===== src/rtl/halut_result_gather.sv =====
`default_nettype none
// ============================================================================
// halut_result_gather: captures per-unit decoder results and serialises them
// in strict unit order into a ready/valid FIFO stream.
// Revision: 1.0
// ============================================================================
module halut_result_gather #(
    parameter int DecoderUnits = 16,
    parameter int DataWidth    = 32,
    parameter int FifoDepth    = 4,
    parameter int DecAddrWidth = $clog2(DecoderUnits),
    parameter int CntWidth     = $clog2(FifoDepth + 1)
) (
    input  logic                              clk_i,
    input  logic                              rst_ni,
    input  logic                              flush_i,
    input  logic                              en_i,
    input  logic [DecoderUnits*DataWidth-1:0] result_i,
    input  logic [DecoderUnits-1:0]           valid_i,
    output logic [DataWidth-1:0]              data_o,
    output logic [DecAddrWidth-1:0]           m_addr_o,
    output logic                              last_o,
    output logic                              valid_o,
    input  logic                              ready_i,
    output logic                              row_done_o,
    output logic                              overflow_o,
    output logic [CntWidth-1:0]               fill_o
);

    localparam int PtrWidth = $clog2(FifoDepth);
    localparam logic [DecAddrWidth-1:0] LastUnit  = DecAddrWidth'(DecoderUnits - 1);
    localparam logic [CntWidth-1:0]     FullCount = CntWidth'(FifoDepth);

    logic [DataWidth-1:0]    slot_q [DecoderUnits];
    logic [DecoderUnits-1:0] pending_q;
    logic [DecAddrWidth-1:0] ptr_q;
    logic                    overflow_q;

    logic [DataWidth-1:0]    fifo_data_q [FifoDepth];
    logic [DecAddrWidth-1:0] fifo_addr_q [FifoDepth];
    logic [FifoDepth-1:0]    fifo_last_q;
    logic [PtrWidth-1:0]     wr_ptr_q;
    logic [PtrWidth-1:0]     rd_ptr_q;
    logic [CntWidth-1:0]     count_q;

    logic                    pop;
    logic                    space;
    logic                    push;
    logic                    at_last;
    logic [DecoderUnits-1:0] popped;
    logic [DecoderUnits-1:0] take;
    logic [DecoderUnits-1:0] drop;

    assign pop     = (count_q != '0) && ready_i;
    assign space   = (count_q != FullCount) || pop;
    assign push    = en_i && !flush_i && pending_q[ptr_q] && space;
    assign at_last = (ptr_q == LastUnit);

    always_comb begin
        popped = '0;
        if (push) begin
            popped[ptr_q] = 1'b1;
        end
    end

    // A slot being drained this cycle may be refilled without loss.
    assign take = valid_i & (~pending_q | popped);
    assign drop = valid_i & pending_q & ~popped;

    always_ff @(posedge clk_i or negedge rst_ni) begin
        if (!rst_ni) begin
            pending_q <= '0;
            for (int x = 0; x < DecoderUnits; x++) begin
                slot_q[x] <= '0;
            end
        end else if (flush_i) begin
            pending_q <= '0;
        end else begin
            for (int x = 0; x < DecoderUnits; x++) begin
                if (take[x]) begin
                    slot_q[x]    <= result_i[x*DataWidth +: DataWidth];
                    pending_q[x] <= 1'b1;
                end else if (popped[x]) begin
                    pending_q[x] <= 1'b0;
                end
            end
        end
    end

    always_ff @(posedge clk_i or negedge rst_ni) begin
        if (!rst_ni) begin
            ptr_q      <= '0;
            overflow_q <= 1'b0;
        end else if (flush_i) begin
            ptr_q      <= '0;
            overflow_q <= 1'b0;
        end else begin
            if (push) begin
                ptr_q <= at_last ? '0 : ptr_q + 1'b1;
            end
            if (|drop) begin
                overflow_q <= 1'b1;
            end
        end
    end

    // Storage is reset as well so the head outputs read zero out of reset.
    always_ff @(posedge clk_i or negedge rst_ni) begin
        if (!rst_ni) begin
            wr_ptr_q    <= '0;
            rd_ptr_q    <= '0;
            count_q     <= '0;
            fifo_last_q <= '0;
            for (int i = 0; i < FifoDepth; i++) begin
                fifo_data_q[i] <= '0;
                fifo_addr_q[i] <= '0;
            end
        end else if (flush_i) begin
            wr_ptr_q <= '0;
            rd_ptr_q <= '0;
            count_q  <= '0;
        end else begin
            if (push) begin
                fifo_data_q[wr_ptr_q] <= slot_q[ptr_q];
                fifo_addr_q[wr_ptr_q] <= ptr_q;
                fifo_last_q[wr_ptr_q] <= at_last;
                wr_ptr_q              <= wr_ptr_q + 1'b1;
            end
            if (pop) begin
                rd_ptr_q <= rd_ptr_q + 1'b1;
            end
            if (push && !pop) begin
                count_q <= count_q + 1'b1;
            end else if (pop && !push) begin
                count_q <= count_q - 1'b1;
            end
        end
    end

    assign data_o     = fifo_data_q[rd_ptr_q];
    assign m_addr_o   = fifo_addr_q[rd_ptr_q];
    assign last_o     = fifo_last_q[rd_ptr_q];
    assign valid_o    = (count_q != '0);
    assign row_done_o = push && at_last;
    assign overflow_o = overflow_q;
    assign fill_o     = count_q;

endmodule
`default_nettype wire


===== config.mk =====
export PLATFORM = sky130hd
export DESIGN_NAME = halut_result_gather
export DESIGN_NICKNAME = d
export VERILOG_FILES = /design/src/rtl/halut_result_gather.sv
export SDC_FILE = /design/constraint.sdc
export NUM_CORES = 1
export LEC_CHECK = 0
export CORE_UTILIZATION = 55
export CTS_BUF_LIST = sky130_fd_sc_hd__clkbuf_16
export CTS_CLUSTER_DIAMETER = 30
export DETAILED_ROUTE_END_ITERATION = 8
export DONT_BUFFER_PORTS = 1
export PLACE_DENSITY = 0.82
export REMOVE_ABC_BUFFERS = 1
export SYNTH_ARGS = -nofsm -noshare
export SYNTH_HDL_FRONTEND = slang
export SYNTH_SLANG_ARGS = --single-unit
export TNS_END_PERCENT = 10

===== constraint.sdc =====
create_clock -name clk_i -period 3.6 [get_ports clk_i]
set_input_delay 0.72 -clock clk_i [delete_from_list [all_inputs] [get_ports clk_i]]
set_output_delay 0.72 -clock clk_i [all_outputs]
set_load 0.1 [all_outputs]

=== Yosys cells after proc, flatten, opt, wreduce, memory -nomap -nowiden ===
Index checks and enable logic that the tools add are counted.

* Add/sub/neg operators: 5
* $mul: 0
* Div/mod/pow operators: 0
* Order comparisons: 9
* Equal/unequal tests: 2
* Shifts and indexed selects: 0
* Muxes and demuxes: 70
* Bitwise operators: 10
* Reduce and logical (&&, ||, !) cells: 53

{| class="wikitable"
|+ Operators with widths
! cell !! count
|-
| 32-bit 2-to-1 mux || 5
|-
| 32-bit binary-select mux with 4-bit select || 1
|-
| 128-bit bitwise mux || 1
|-
| 32-bit binary-select mux with 2-bit select || 1
|-
| 32-bit demux with 2-bit select || 1
|-
| 3-bit nonzero test || 18
|-
| 16-bit AND || 3
|-
| 1-bit 2-to-1 mux || 38
|-
| 2-bit AND reduction || 17
|-
| 16-bit 2-to-1 mux || 2
|-
| 16-bit NOT || 2
|-
| 4-bit 2-to-1 mux || 6
|-
| 16-bit bitwise mux || 1
|-
| 16-bit OR || 1
|-
| 16-bit OR reduction || 1
|-
| 1-bit logical AND || 10
|-
| 3-bit 2-to-1 mux || 3
|-
| 4-bit binary-select mux with 2-bit select || 1
|-
| 4-bit demux with 2-bit select || 1
|-
| 2-bit 2-to-1 mux || 4
|-
| 3-bit >= comparator, second input constant || 2
|-
| 2-bit by 3-bit < comparator with 1-bit output, second input constant || 2
|-
| 2-bit NOT with 3-bit output || 2
|-
| 2-bit nonzero test || 3
|-
| 20 further kinds || 23
|}

* Flip-flop bits (word level): 688
* Bits in latches: 0
* Memory bits (writable): 0
* Memory bits (read-only): 0
* Input port bits: 533
* Output and inout bits: 43
* Logic and storage cells: 195
* Memories: 0

=== Longest topological paths before layout ===
* Word-level depth: 10
* Depth in mapped cells: 11
* Depth with buffers taken out: 9

=== Least setup slack after synthesis ===
No wires, ideal clock.

* Path type: register -> register
* From: register count_q[0], in the netlist fill_o[0]
* To: register slot_q[26] (netlist name)
* Library setup time: 0.128 ns
* Arrival: 3.455 ns
* Required time: 3.472 ns
* Setup slack: 0.018 ns
* Stages on the path, launching flop included: 9
* Path buffers: 2
* Clock period less this slack: 3.582 ns
* Cells stage by stage: dfrtp_1 or4b_1 and3_1 and3_1 clkbuf_1 nand2b_4 nand3b_4 buf_4 mux2_1

* Cells in the longest elaborated chain, start to end: 8
* Elaborated cells between the ends (all ways): 9
* Those cells by class: eq/ne: 1; mux: 1; bitwise: 2; reduce/logical: 5

{| class="wikitable"
|+ RTL lines
! item !! line !! source
|-
| start: declaration || 44 || <nowiki>logic [CntWidth-1:0] count_q;</nowiki>
|-
| start signal: assignment || 133 || <nowiki>count_q <= count_q + 1'b1;</nowiki>
|-
| start signal: assignment || 135 || <nowiki>count_q <= count_q - 1'b1;</nowiki>
|-
| 3-bit nonzero test || 54 || <nowiki>assign pop = (count_q != '0) && ready_i;</nowiki>
|-
| 1-bit logical AND || 54 ||
|-
| 1-bit logical OR * || 55 || <nowiki>assign space = (count_q != FullCount) || pop;</nowiki>
|-
| 1-bit logical AND * || 56 || <nowiki>assign push = en_i && !flush_i && pending_q[ptr_q] && space;</nowiki>
|-
| 16-bit 2-to-1 mux * || 61 || <nowiki>if (push) begin</nowiki>
|-
| 16-bit OR * || 67 || <nowiki>assign take = valid_i & (~pending_q | popped);</nowiki>
|-
| 16-bit AND * || 67 ||
|-
| 2-bit AND reduction (no source line) * || - ||
|-
| end signal: indexed assignment || 81 || <nowiki>slot_q[x] <= result_i[x*DataWidth +: DataWidth];</nowiki>
|-
| end: declaration || 34 || <nowiki>logic [DataWidth-1:0] slot_q [DecoderUnits];</nowiki>
|}

Every way passes the cells marked *; elsewhere a longest branch is shown, timed or not.
A chain may end at the register's enable or synchronous reset.

=== Worst setup path after layout ===
* From: register ptr_q[0]
* To: output row_done_o

* Cells in the longest elaborated chain, start to end: 5
* Elaborated cells between the ends (all ways): 6
* Those cells by class: eq/ne: 1; mux: 2; reduce/logical: 3

{| class="wikitable"
|+ RTL lines
! item !! line !! source
|-
| start: declaration || 36 || <nowiki>logic [DecAddrWidth-1:0] ptr_q;</nowiki>
|-
| start signal: assignment || 99 || <nowiki>ptr_q <= at_last ? '0 : ptr_q + 1'b1;</nowiki>
|-
| 1-bit binary-select mux with 4-bit select || 56 ||
|-
| 1-bit 2-to-1 mux (implied by the code) || 56 ||
|-
| 1-bit logical AND (2 in series) || 56 ||
|-
| 1-bit logical AND * || 144 || <nowiki>assign row_done_o = push && at_last;</nowiki>
|-
| end: declaration || 25 || <nowiki>output logic row_done_o,</nowiki>
|}

Every way passes the cells marked *; elsewhere a longest branch is shown, timed or not. The select of a mux whose other input is x is not followed.

==> impl_metrics.env <==
export IMPL_maxSlewHeadroom_pct=-82.93
export IMPL_wl_per_cell_um=31.04
export IMPL_final_min_clock_period_ns=3.409
export IMPL_tritoncts="done"
export IMPL_drtAntennaViolNets=0
export IMPL_die_width_um=239.3
export IMPL_rows=86
export IMPL_crit_path_max_incr_delay_ns=0.68
export IMPL_clkTransAtPathRegs_ns=0.05
export IMPL_path_depth=4
export IMPL_clockBufferDepth=3
export IMPL_fin_crit_sh_pct=94.71
export IMPL_whs_ns=-0.2824
export IMPL_port_buffers=0
export IMPL_setup_violations=0
export IMPL_synth_distinct_cells=55
export IMPL_syn2layout_area_growth_pct=18.45
export IMPL_drive_above_1_share_pct=55.31
export IMPL_grt_total_usage_pct=31.00
export IMPL_ys_seq_area_share_pct=55.59
export IMPL_final_util_pct=66.19
export IMPL_synthCells=1859
export IMPL_grt_overflow=0
export IMPL_cp_data_required_time_ns=2.88
export IMPL_clock_sinks=688
export IMPL_rsz0062_at_grt="no"
export IMPL_cp_arrival_ns=2.69
export IMPL_post_dp_cell_area_mm2=0.03185
export IMPL_postSynthAreaPerCell_um2=16.66
export IMPL_crit_fanout=36
export IMPL_via_per_inst=6.488
export IMPL_netlist_area_leader_share_pct=55.59
export IMPL_hold_path_class="in2async"
export IMPL_ir_worst_vdd_uv=594.5
export IMPL_wl_um=87440
export IMPL_ys_ff_latch=688
export IMPL_synth_top_area_cell="dfrtp_1"
export IMPL_worstRegToRegCells=6
export IMPL_timing_fmax_ghz=0.2933
export IMPL_p_total_uw=29320
export IMPL_drc_errors=0
export IMPL_synthTopCellsByCount="dfrtp_1 (688), mux2_2 (627), mux4_2 (199)"
export IMPL_drt_iter0_drc=1466
export IMPL_start_util_pct=55.88
export IMPL_cts_root_buffer="clkbuf_16"
export IMPL_io_pins=576
export IMPL_core_mm2=0.05542
export IMPL_grt_pass1_wl_um=128900
export IMPL_postCtsSetupRepairBufs=0
export IMPL_crit_chain="buf_12 -> ha_1 -> and3_1 -> buf_4"
export IMPL_crit_type="reg2out"
export IMPL_tns_ns=0
export IMPL_cp_end_kind="primary output"
export IMPL_first_pass_iters=7
export IMPL_crit_buf_inv=2
export IMPL_die_area_mm2=0.05726
export IMPL_outcome="complete, but fails checks"
export IMPL_violations="negative hold slack, max-slew violations"
export IMPL_post_route_cell_area_mm2=0.03668
export IMPL_grt_pass1_vias=20360
export IMPL_crit_slowest_cell="dfrtp_4"
export IMPL_leakagePower_uw=0.01533
export IMPL_place_congestion=0.9104
export IMPL_h_tree_depth=4
export IMPL_ys_warn_count=0
export IMPL_async_reset_ff_share_pct=100.0
export IMPL_worstMarginPinSlew_ns=2.744
export IMPL_synth_area_leaders="dfrtp_1 (56%), mux2_2 (23%), mux4_2 (14%)"
export IMPL_finalHoldViolCount=222
export IMPL_slew_violations=423
export IMPL_yosysMostFrequentCell="dfrtp_1"
export IMPL_nNetsFinal=2473
export IMPL_fp_dieH_um=239.3
export IMPL_hpwl_um=57620
export IMPL_synth_main_ff_cell="dfrtp_1"
export IMPL_via_count=18280
export IMPL_crit_family="buffers and inverters"
export IMPL_insertion_delay_ns=0.70
export IMPL_skew_ns=0.02991
export IMPL_antenna_found_initial=35
export IMPL_power_density_mw_per_mm2=799.4
export IMPL_grt_max_degree=689
export IMPL_synth_edf_count=0
export IMPL_cap_violations=0
export IMPL_cp_start_kind="flop"
export IMPL_synth_area_mm2=0.03097
export IMPL_cts_buffers=136
timing repair:
item / CTS / global route
gates resized for setup: 0 / 0
setup endpoints to repair: 0 / 0
endpoints found under the hold margin: 688 / 688
worst paths after layout:
kind / startpoint / end / slack [ns]
min in group clk_i: flush_i / pending_q[1] / 0.09
worst min-delay path: rst_ni / slot_q[51] / -0.28
worst max register to register: ptr_q[0] / slot_q[24] / 0.49
worst min register to register: fifo_addr_q[2] / fifo_addr_q[2] / 0.48
worst max-delay path: ptr_q[0] / row_done_o / 0.19
max in group asynchronous: rst_ni / slot_q[152] / 1.71
worst reg2reg max path: stages, from the launching register on:
cell      delay, ns
dfrtp_4        0.68
buf_12         0.33
ha_1           0.40
and3_1         0.23
nand2b_4       0.14
nand3b_4       0.61
mux2_2         0.60
routing by layer:
layer / track usage [%] / vias to the layer above / part of all wire [%]
li1: - / 7250 / -
met1: 37.59 / 9710 / 37
met2: 48.53 / 1021 / 49
met3: 11.34 / 272 / 9.7
met4: 16.53 / 24 / 4.6
met5: 0 / - / 0.17
logic make-up (layout without fill, tap and decap cells):
group,after synthesis,count (layout),share of synthesized area [%]
flip-flops,688,688,55.59
AO/OA/AOI/OAI,68,68,1.709
buffers and inverters,135,319,2.271
adder cells (fa/ha/maj),9,9,0.3879
multiplexers,849,849,38.10
XOR/XNOR,6,6,0.1697
other,0,26,0
AND/OR/NAND/NOR,104,104,1.766
where the power goes:
part | leakage, uW | total, uW | switching [uW] | internal (uW)
combinational | 0.00458 | 6200 | 3770 | 2430
clock | 0.00238 | 13000 | 4290 | 8680
sequential | 0.00837 | 10200 | 932 | 9220
cell usage in the layout (no fill, tap or decap), drive strengths merged, types with 9 or more instances in the layout:
| master | count |
|---|---|
| inv | 45 |
| clkinv | 50 |
| a21oi | 18 |
| clkbuf | 138 |
| o21ai | 15 |
| diode | 26 |
| mux2 | 649 |
| nand2 | 34 |
| clkinvlp | 9 |
| dfrtp | 688 |
| bufinv | 23 |
| buf | 54 |
| nor2 | 33 |
| mux4 | 199 |
through the flow:
stage                     setup WS, ns  cells  hold slack (ns)
after global routing           0.01963   2810          -0.3149
after floorplan                 -4.744   1739           0.4244
after detailed placement        0.4742   2541           0.4399
after global placement          0.5698   2541           0.4399
after CTS                       0.1186   2791          -0.3208
final                           0.1905   2817          -0.2824
area by class of cell:
type / instances / area [um2]
clock buffers: 138 / 3453
multi-input cells: 1036 / 13130
clock inverters: 112 / 1318
repair buffers: 54 / 493.0
flip-flops and latches: 688 / 17230
diodes: 26 / 65.06
inverters: 15 / 56.30
well taps: 748 / 935.9
fillers: 3577 / 18730
sequential cells by signal, indices dropped and copies added (netlist names):
name,flops
slot_q,512
fifo_data_q,128
fifo_addr_q,16
pending_q,16
fifo_last_q,4
ptr_q,4
fill_o,3
rd_ptr_q,2
wr_ptr_q,2
overflow_o,1
No activity file was read; power rests on OpenSTA's default activity.
